$ cat src/rtl/bindemux.sv
// One-entry registered 1:2 demultiplexer with valid/ready handshakes on both sides.
// Optional per-channel transfer counters (cnt0/cnt1) are built when BINDEMUX_COUNT_EN is defined.
module bindemux #(
  parameter int DATA_WIDTH = 8
) (
  input  logic                  clk,
  input  logic                  rst,
  input  logic [DATA_WIDTH-1:0] in_data,
  input  logic                  in_sel,
  input  logic                  in_valid,
  output logic                  in_ready,
  output logic [DATA_WIDTH-1:0] out0_data,
  output logic [DATA_WIDTH-1:0] out1_data,
  output logic                  out0_valid,
  output logic                  out1_valid,
  input  logic                  out0_ready,
  input  logic                  out1_ready
`ifdef BINDEMUX_COUNT_EN
  ,
  output logic [15:0]           cnt0,
  output logic [15:0]           cnt1
`endif
);

  typedef enum logic {EMPTY = 1'b0, FULL = 1'b1} state_t;

  state_t                state_reg, state_next;
  logic [DATA_WIDTH-1:0] hold_data_reg;
  logic                  hold_sel_reg;
  logic                  hold_valid;
  logic                  sel_ready;
  logic                  in_xfer;
  logic                  load;
  logic [1:0]            out_ready;
  logic [1:0]            out_valid;

  assign out_ready  = {out1_ready, out0_ready};
  assign hold_valid = (state_reg == FULL);
  // Only the channel the held word is routed to can free the slot.
  assign sel_ready  = out_ready[hold_sel_reg];
  assign in_ready   = !hold_valid || sel_ready;
  assign in_xfer    = in_valid && in_ready;

  genvar gi;
  generate
    for (gi = 0; gi < 2; gi++) begin : g_chan
      assign out_valid[gi] = hold_valid && (hold_sel_reg == 1'(gi));
    end
  endgenerate

  assign out0_valid = out_valid[0];
  assign out1_valid = out_valid[1];
  assign out0_data  = hold_data_reg;
  assign out1_data  = hold_data_reg;

  always_comb begin
    state_next = state_reg;
    load       = 1'b0;
    case (state_reg)
      EMPTY: begin
        if (in_xfer) begin
          state_next = FULL;
          load       = 1'b1;
        end
      end
      FULL: begin
        // A simultaneous drain and refill keeps the slot full for back-to-back flow.
        if (in_xfer) begin
          load = 1'b1;
        end else if (sel_ready) begin
          state_next = EMPTY;
        end
      end
      default: state_next = EMPTY;
    endcase
  end

  always_ff @(posedge clk or posedge rst) begin
    if (rst) begin
      state_reg     <= EMPTY;
      hold_data_reg <= '0;
      hold_sel_reg  <= 1'b0;
    end else begin
      state_reg <= state_next;
      if (load) begin
        hold_data_reg <= in_data;
        hold_sel_reg  <= in_sel;
      end
    end
  end

`ifdef BINDEMUX_COUNT_EN
  generate
    for (gi = 0; gi < 2; gi++) begin : g_cnt
      logic [15:0] cnt_reg;
      always_ff @(posedge clk or posedge rst) begin
        if (rst) begin
          cnt_reg <= '0;
        end else if (out_valid[gi] && out_ready[gi]) begin
          cnt_reg <= cnt_reg + 16'd1;
        end
      end
    end
  endgenerate

  assign cnt0 = g_cnt[0].cnt_reg;
  assign cnt1 = g_cnt[1].cnt_reg;
`endif

endmodule

$ cat config.mk
export PLATFORM = sky130hd
export DESIGN_NAME = bindemux
export DESIGN_NICKNAME = d
export VERILOG_FILES = /design/src/rtl/bindemux.sv
export SDC_FILE = /design/constraint.sdc
export NUM_CORES = 1
export LEC_CHECK = 0
export ABC_AREA = 1
export ABC_CLOCK_PERIOD_IN_PS = 1170
export BUFFER_PORTS_ARGS = -buffer_cell sky130_fd_sc_hd__buf_4
export CAP_MARGIN = 20
export CORE_AREA = 2 2 40 42
export CTS_CLUSTER_SIZE = 25
export DETAILED_ROUTE_END_ITERATION = 7
export DIE_AREA = 0 0 42 44
export PLACE_DENSITY = 0.72
export SLEW_MARGIN = 20
export SYNTH_ARGS = -nofsm -noshare
export SYNTH_HDL_FRONTEND = slang
export SYNTH_SLANG_ARGS = --single-unit
$ cat constraint.sdc
create_clock -name clk -period 1.17 [get_ports clk]
set_input_delay 0.1755 -clock clk [delete_from_list [all_inputs] [get_ports clk]]
set_output_delay 0.1755 -clock clk [all_outputs]
set_load 0.01 [all_outputs]
==> load_flow_metrics.sql, run 1 <==
INSERT INTO impl_metrics (metric_group, metric, value, unit) VALUES
('status', 'result_of_the_run', 'finished, violations left', ''),
('status', 'failed_checks', 'negative setup slack', ''),
('run', 'max_cap_viol_count', '0', ''),
('synthesis', 'count_of_state_elements_after_synthesis', '10', ''),
('synthesis', 'syn-num-nets', '77', ''),
('min_path', 'worstHoldPathType', 'input pin to register', ''),
('global_routing', 'grt_pass1_vias', '486', ''),
('clock_tree', 'cts_htree_levels', '1', ''),
('floorplanning', 'die_height', '44', 'µm'),
('clock_tree', 'insertion_delay', '0.26', 'ns'),
('finish', 'final_net_count', '107', ''),
('synthesis', 'syn-instance-count', '63', ''),
('setup_path', 'criticalPathCategory', 'register to output pin', ''),
('setup_path', 'timing.critical_path.arrival', '1.01', 'ns'),
('placement', 'detailed_place.area', '706', 'µm²'),
('synthesis', 'netlist.top_cell.by_area', 'dfrtp_1', ''),
('power_and_ir_drop', 'peakVddDrop', '789', 'µV'),
('drt', 'detailroute.via_count', '483', ''),
('floorplanning', 'die_area', '1850', 'µm²'),
('placement', 'dp.final_hpwl', '867', 'µm'),
('clock_tree', 'clockBufferDepth', '2', ''),
('synthesis', 'post-synth-top-count-cell', 'nand2_1', ''),
('min_path', 'timing.hold.worst_endpoint', 'out0_data[5]', ''),
('sta', 'skew', '0.00179', 'ns'),
('placement', 'port-buffer-count', '32', ''),
('floorplanning', 'effective_utilization_at_floorplan', '0.372', ''),
('setup_path', 'r2r-end', 'hold_sel_reg', ''),
('clock_tree', 'clock_tree.root_cell', 'clkbuf_4', ''),
('setup_path', 'r2r_setup_slack', '0.10', 'ns'),
('clock_tree', 'cts_tree', 'done', ''),
('min_path', 'worst_hold_path.num_cells', '3', ''),
('clock_tree', 'cts.clk_slew.worst_paths', '0.07', 'ns'),
('drt', 'wl_per_cell', '11.4', 'µm'),
('sta', 'final_setup_violation_count', '2', ''),
('synthesis', 'post-synth-top-area-fraction', '0.474', ''),
('finish', 'area_delta_synth_final', '52.4', '%'),
('sta', 'setup_repair_after_global_routing_missed_its_margin', 'yes', ''),
('sta', 'fin_crit_sh', '1.01', ''),
('sta', 'max_transition_margin', '0.738', ''),
('clock_tree', 'numCtsBuffers', '3', ''),
('synthesis', 'synth_sequential_area_ratio', '0.474', ''),
('drt', 'drt_first_pass_iters', '4', ''),
('sta', 'max_freq', '0.842', 'GHz'),
('sta', 'hold_viol_final', '0', ''),
('setup_path', 'crit_path_max_fanout', '4', ''),
('drt', 'routed_via_density', '4.47', ''),
('synthesis', 'synth_commonest_cells', 'nand2_1 (21), dfrtp_1 (10), nand3_1 (10)', ''),
('finish', 'fillCellCount', '141', ''),
('sta', 'setup_ws', '-0.0174', 'ns'),
('power_and_ir_drop', 'pwr_density_cell', '1840', 'nW/µm²'),
('synthesis', 'yosys_warnings', '0', ''),
('synthesis', 'synth_area_leaders', 'dfrtp_1 (47%), nand2_1 (15%), buf_4 (11%)', ''),
('drt', 'detail-route-antenna-nets', '0', ''),
('global_routing', 'grtUsageTotal', '0.153', ''),
('sta', 'worst_max_slew_pin_slew', '0.393', 'ns'),
('synthesis', 'yosys_cell_types', '10', ''),
('sta', 'slew_violations', '0', ''),
('finish', 'finalCoreUtilization', '0.567', ''),
('finish', 'number_of_flip_flops_under_the_largest_register_name', '8', ''),
('setup_path', 'timing.reg2reg.worst_path_depth', '5', ''),
('sta', 'min_period', '1.19', 'ns'),
('global_routing', 'grt_first_pass_wirelength', '2020', 'µm'),
('drt', 'totalWireLength', '1230', 'µm'),
('setup_path', 'start_kind', 'register', ''),
('min_path', 'holdCritStartpoint', 'in_data[5]', ''),
('drt', 'drc', '0', ''),
('floorplanning', 'design.core.area', '1420', 'µm²'),
('finish', 'postLayoutCellArea', '805', 'µm²'),
('power_and_ir_drop', 'leakage', '0.000461', 'µW'),
('drt', 'starting_drt_drc_count', '13', ''),
('setup_path', 'r2r_start', 'hold_sel_reg', '');
## repair_timing
| item | CTS | global route |
|---|---|---|
| gates resized for setup | 8 | 2 |
| pin swaps | 3 | 1 |
| hold endpoints to repair | 10 | 0 |
| cloned | 0 | 0 |
| endpoints found under the setup margin | 1 | 12 |
| hold buffers | 1 | 0 |
| setup buffers | 2 | 0 |
## layout by cell type, fill, tap and decap left out
cell type / count
nand3_2: 1
nand3_1: 10
nand2_1: 20
dfrtp_1: 9
buf_6: 3
clkbuf_4: 3
nor2_4: 1
buf_4: 31
dlygate4sd3_1: 1
nand3_4: 2
nand2_2: 2
dfrtp_2: 1
inv_1: 5
clkbuf_8: 1
inv_2: 2
## power breakdown
part           total [µW]  internal (µW)  leakage (µW)  switching (µW)
logic                 658            345      0.000318             313
registers             509            434      0.000122            75.1
clock network         312            189     0.0000210             123
total                1480            968      0.000461             511
## logic make-up after synthesis
kind of cell	count (synthesis)	synth area share
AND/OR/NAND/NOR	36	0.320
buffers and inverters	17	0.206
flip-flops	10	0.474
## worst max path at each step
stage                             from            to  slack (ns)  depth (start not counted)
after floorplan           hold_sel_reg  out0_data[4]        0.23                          5
after global placement    hold_sel_reg      in_ready        0.07                          3
after detailed placement  hold_sel_reg      in_ready        0.04                          4
after CTS                 hold_sel_reg    out1_valid       -0.02                          4
after global routing      hold_sel_reg      in_ready       -0.07                          4
final                     hold_sel_reg    out1_valid       -0.02                          4
## critical path, cell delays in order, from the launching register on
cell and delay (ns):
dfrtp_1 0.41, buf_6 0.14, nand2_2 0.05, inv_2 0.03
buf_6 0.10
## through the flow
stage / worst slack, ns / setup TNS [ns] / power (µW) / hold WS, ns / cells
after floorplan: 0.233 / 0 / 872 / 0.0157 / 63
after global placement: 0.0652 / 0 / 1070 / 0.179 / 101
after detailed placement: 0.0365 / 0 / 1090 / 0.183 / 101
after CTS: -0.0226 / -0.0519 / 1480 / 0.130 / 108
after global routing: -0.0710 / -0.185 / 1580 / 0.123 / 108
final: -0.0174 / -0.0271 / 1480 / 0.136 / 108
## routing by layer
metal	wire length (µm)	track usage
met1	437	0.159
met2	692	0.266
met3	76	0.0500
met4	19	0.0968
met5	0	0
## cell type report
| cell class | count | area, µm² | share of cell area |
|---|---|---|---|
| timing repair buffer | 35 | 277 | 0.344 |
| multi-input combinational | 36 | 194 | 0.241 |
| clock buffer | 4 | 36.3 | 0.0451 |
| tap | 16 | 20.0 | 0.0249 |
| sequential | 10 | 251 | 0.313 |
| inverter | 7 | 26.3 | 0.0327 |
No activity file was read; power rests on OpenSTA's default activity.
==> run 2, diff against run 1 <==
--- a/config.mk
+++ b/config.mk
@@ -20 +20,2 @@
 export SYNTH_SLANG_ARGS = --single-unit
+export TNS_END_PERCENT = 1
==> constraint.sdc (replaced) <==
create_clock -name clk -period 1.17 [get_ports clk]
set_input_delay 0.117 -clock clk [delete_from_list [all_inputs] [get_ports clk]]
set_output_delay 0.117 -clock clk [all_outputs]
set_load 0.01 [all_outputs]
==> load_flow_metrics.sql, run 2 (synthesized netlist as in run 1, its figures left out) <==
INSERT INTO impl_metrics (metric_group, metric, value, unit) VALUES
('status', 'result_of_the_run', 'complete, no violations', ''),
('drt', 'drc', '0', ''),
('global_routing', 'pin_count_of_the_biggest_net_entering_global_routing', '12', ''),
('floorplanning', 'design.core.area', '1420', 'µm²'),
('global_routing', 'antenna_found_initial', '0', ''),
('finish', 'final_cell_mix', 'buf_4 (32), nand2_1 (21), nand3_1 (10), dfrtp_1 (10), inv_1 (6)', ''),
('floorplanning', 'effective_utilization_at_floorplan', '0.372', ''),
('drt', 'totalWireLength', '1240', 'µm'),
('floorplanning', 'die_height', '44', 'µm'),
('sta', 'skew', '0.00360', 'ns'),
('clock_tree', 'insertion_delay', '0.26', 'ns'),
('setup_path', 'critPathMaxStageDelay', '0.41', 'ns'),
('sta', 'final_setup_violation_count', '0', ''),
('drt', 'routed_via_density', '4.38', ''),
('sta', 'max_transition_margin', '0.742', ''),
('global_routing', 'grtUsageTotal', '0.136', ''),
('global_routing', 'gr-total-overflow', '0', ''),
('clock_tree', 'clock_tree.root_cell', 'clkbuf_4', ''),
('run', 'max_cap_viol_count', '0', ''),
('sta', 'slew_violations', '0', ''),
('sta', 'hold_viol_final', '0', ''),
('power_and_ir_drop', 'leakage', '0.000468', 'µW'),
('finish', 'final_net_count', '108', ''),
('floorplanning', 'die_area', '1850', 'µm²'),
('finish', 'insertedDiodeCount', '0', ''),
('sta', 'min_period', '1.14', 'ns'),
('setup_path', 'timing.critical_path.arrival', '1.02', 'ns'),
('sta', 'setup_repair_after_global_routing_missed_its_margin', 'yes', ''),
('clock_tree', 'cts_htree_levels', '1', ''),
('floorplanning', 'die_x', '42', 'µm'),
('clock_tree', 'clockBufferDepth', '2', ''),
('clock_tree', 'numCtsBuffers', '3', ''),
('setup_path', 'worst_setup_path_end_kind', 'output pin', ''),
('sta', 'max_freq', '0.876', 'GHz'),
('placement', 'place.gp.congestion', '0.738', ''),
('sta', 'holdWs', '0.0801', 'ns'),
('finish', 'finalCoreUtilization', '0.570', ''),
('floorplanning', 'placement_rows', '14', ''),
('placement', 'port-buffer-count', '32', ''),
('setup_path', 'cp_top_family', 'flip-flops', ''),
('drt', 'detail-route-antenna-nets', '0', ''),
('finish', 'number_of_flip_flops_under_the_largest_register_name', '8', ''),
('placement', 'dp.final_hpwl', '840', 'µm'),
('setup_path', 'criticalPathCategory', 'register to output pin', ''),
('setup_path', 'buffering_stage_count_on_the_worst_path_with_inverters_included', '2', ''),
('sta', 'fin_crit_sh', '0.976', ''),
('power_and_ir_drop', 'pwr_density_cell', '1840', 'nW/µm²'),
('drt', 'starting_drt_drc_count', '8', ''),
('finish', 'drive_gt1_frac', '0.484', ''),
('finish', 'layout_commonest_cell', 'buf_4', ''),
('setup_path', 'crit_chain', 'inv_2, nand2_2, nand3_4, buf_6', ''),
('drt', 'wl_per_cell', '11.3', 'µm'),
('clock_tree', 'cts.clk_slew.worst_paths', '0.07', 'ns'),
('setup_path', 'cpMaxStageDelayCell', 'dfrtp_1', ''),
('sta', 'worst_max_slew_pin_slew', '0.386', 'ns'),
('drt', 'detailroute.via_count', '477', ''),
('min_path', 'worstHoldPathType', 'input pin to register', ''),
('drt', 'drt_first_pass_iters', '4', ''),
('global_routing', 'grt_first_pass_wirelength', '1780', 'µm'),
('setup_path', 'start_kind', 'register', ''),
('power_and_ir_drop', 'peakVddDrop', '868', 'µV'),
('finish', 'fillCellCount', '131', ''),
('global_routing', 'grt_pass1_vias', '445', ''),
('finish', 'area_delta_synth_final', '53.1', '%'),
('clock_tree', 'cts_tree', 'done', ''),
('clock_tree', 'cts_sinks', '10', ''),
('setup_path', 'crit_path_max_fanout', '4', ''),
('setup_path', 'cp_required', '1.05', 'ns'),
('floorplanning', 'num_io_pins', '33', ''),
('finish', 'multi_input_area', '191', 'µm²'),
('finish', 'layout.area.seq', '250', 'µm²');
-- run 2: metrics by stage --
stage	worst slack (ns)	total power [µW]	instance area [µm²]	cells	TNS, ns
after floorplan	0.233	872	528	63	0
after global placement	0.124	1070	706	101	0
after detailed placement	0.0952	1090	706	101	0
after CTS	0.00387	1460	781	108	0
after global routing	-0.0355	1580	808	109	-0.0593
final	0.0281	1480	808	109	0
-- run 2: metal layers --
metal	up-vias	part of all wire	track usage
met3	2	0.051	0.0542
met4	0	0.015	0.0968
met2	15	0.55	0.241
met1	212	0.38	0.128
met5	-	0	0
li1	248	-	-
-- run 2: layout make-up --
type,count,share of cell area
timing repair buffer,36,0.351
sequential,10,0.310
multi-input combinational,36,0.237
clock buffer,4,0.0449
inverter,7,0.0325
tap,16,0.0248
-- run 2: worst reg2reg max path: stages, from the launching register on --
cell	delay [ns]
dfrtp_1	0.41
inv_2	0.06
buf_4	0.13
nand3_1	0.10
nand3_4	0.14
nand2_1	0.09
nand2_1	0.05
-- run 2: repair_timing --
item	CTS	global route
setup buffers	2	1
endpoints found under the setup margin	1	2
endpoints found under the hold margin	10	0
gates resized for setup	3	4
pin swaps	1	2
hold buffers	1	0
-- run 2: where the power goes --
part	internal, µW	leakage, µW	switching, µW
Clock	189	0.0000210	120
Combinational	355	0.000324	310
Sequential	433	0.000122	76.6
Total	977	0.000468	507
-- run 2: worst paths after layout --
| path | start | to | slack (ns) | depth (start not counted) |
|---|---|---|---|---|
| worst max-delay path | hold_sel_reg | in_ready | 0.03 | 4 |
| worst min-delay path | in_data[5] | out0_data[5] | 0.08 | 3 |
| worst max register to register | hold_sel_reg | out0_data[2] | 0.10 | 6 |
| worst min register to register | out0_data[5] | out0_data[5] | 0.50 | 2 |
| max in group asynchronous | rst | hold_sel_reg | 0.50 | 3 |
| min in group asynchronous | rst | out0_data[7] | 0.40 | 3 |
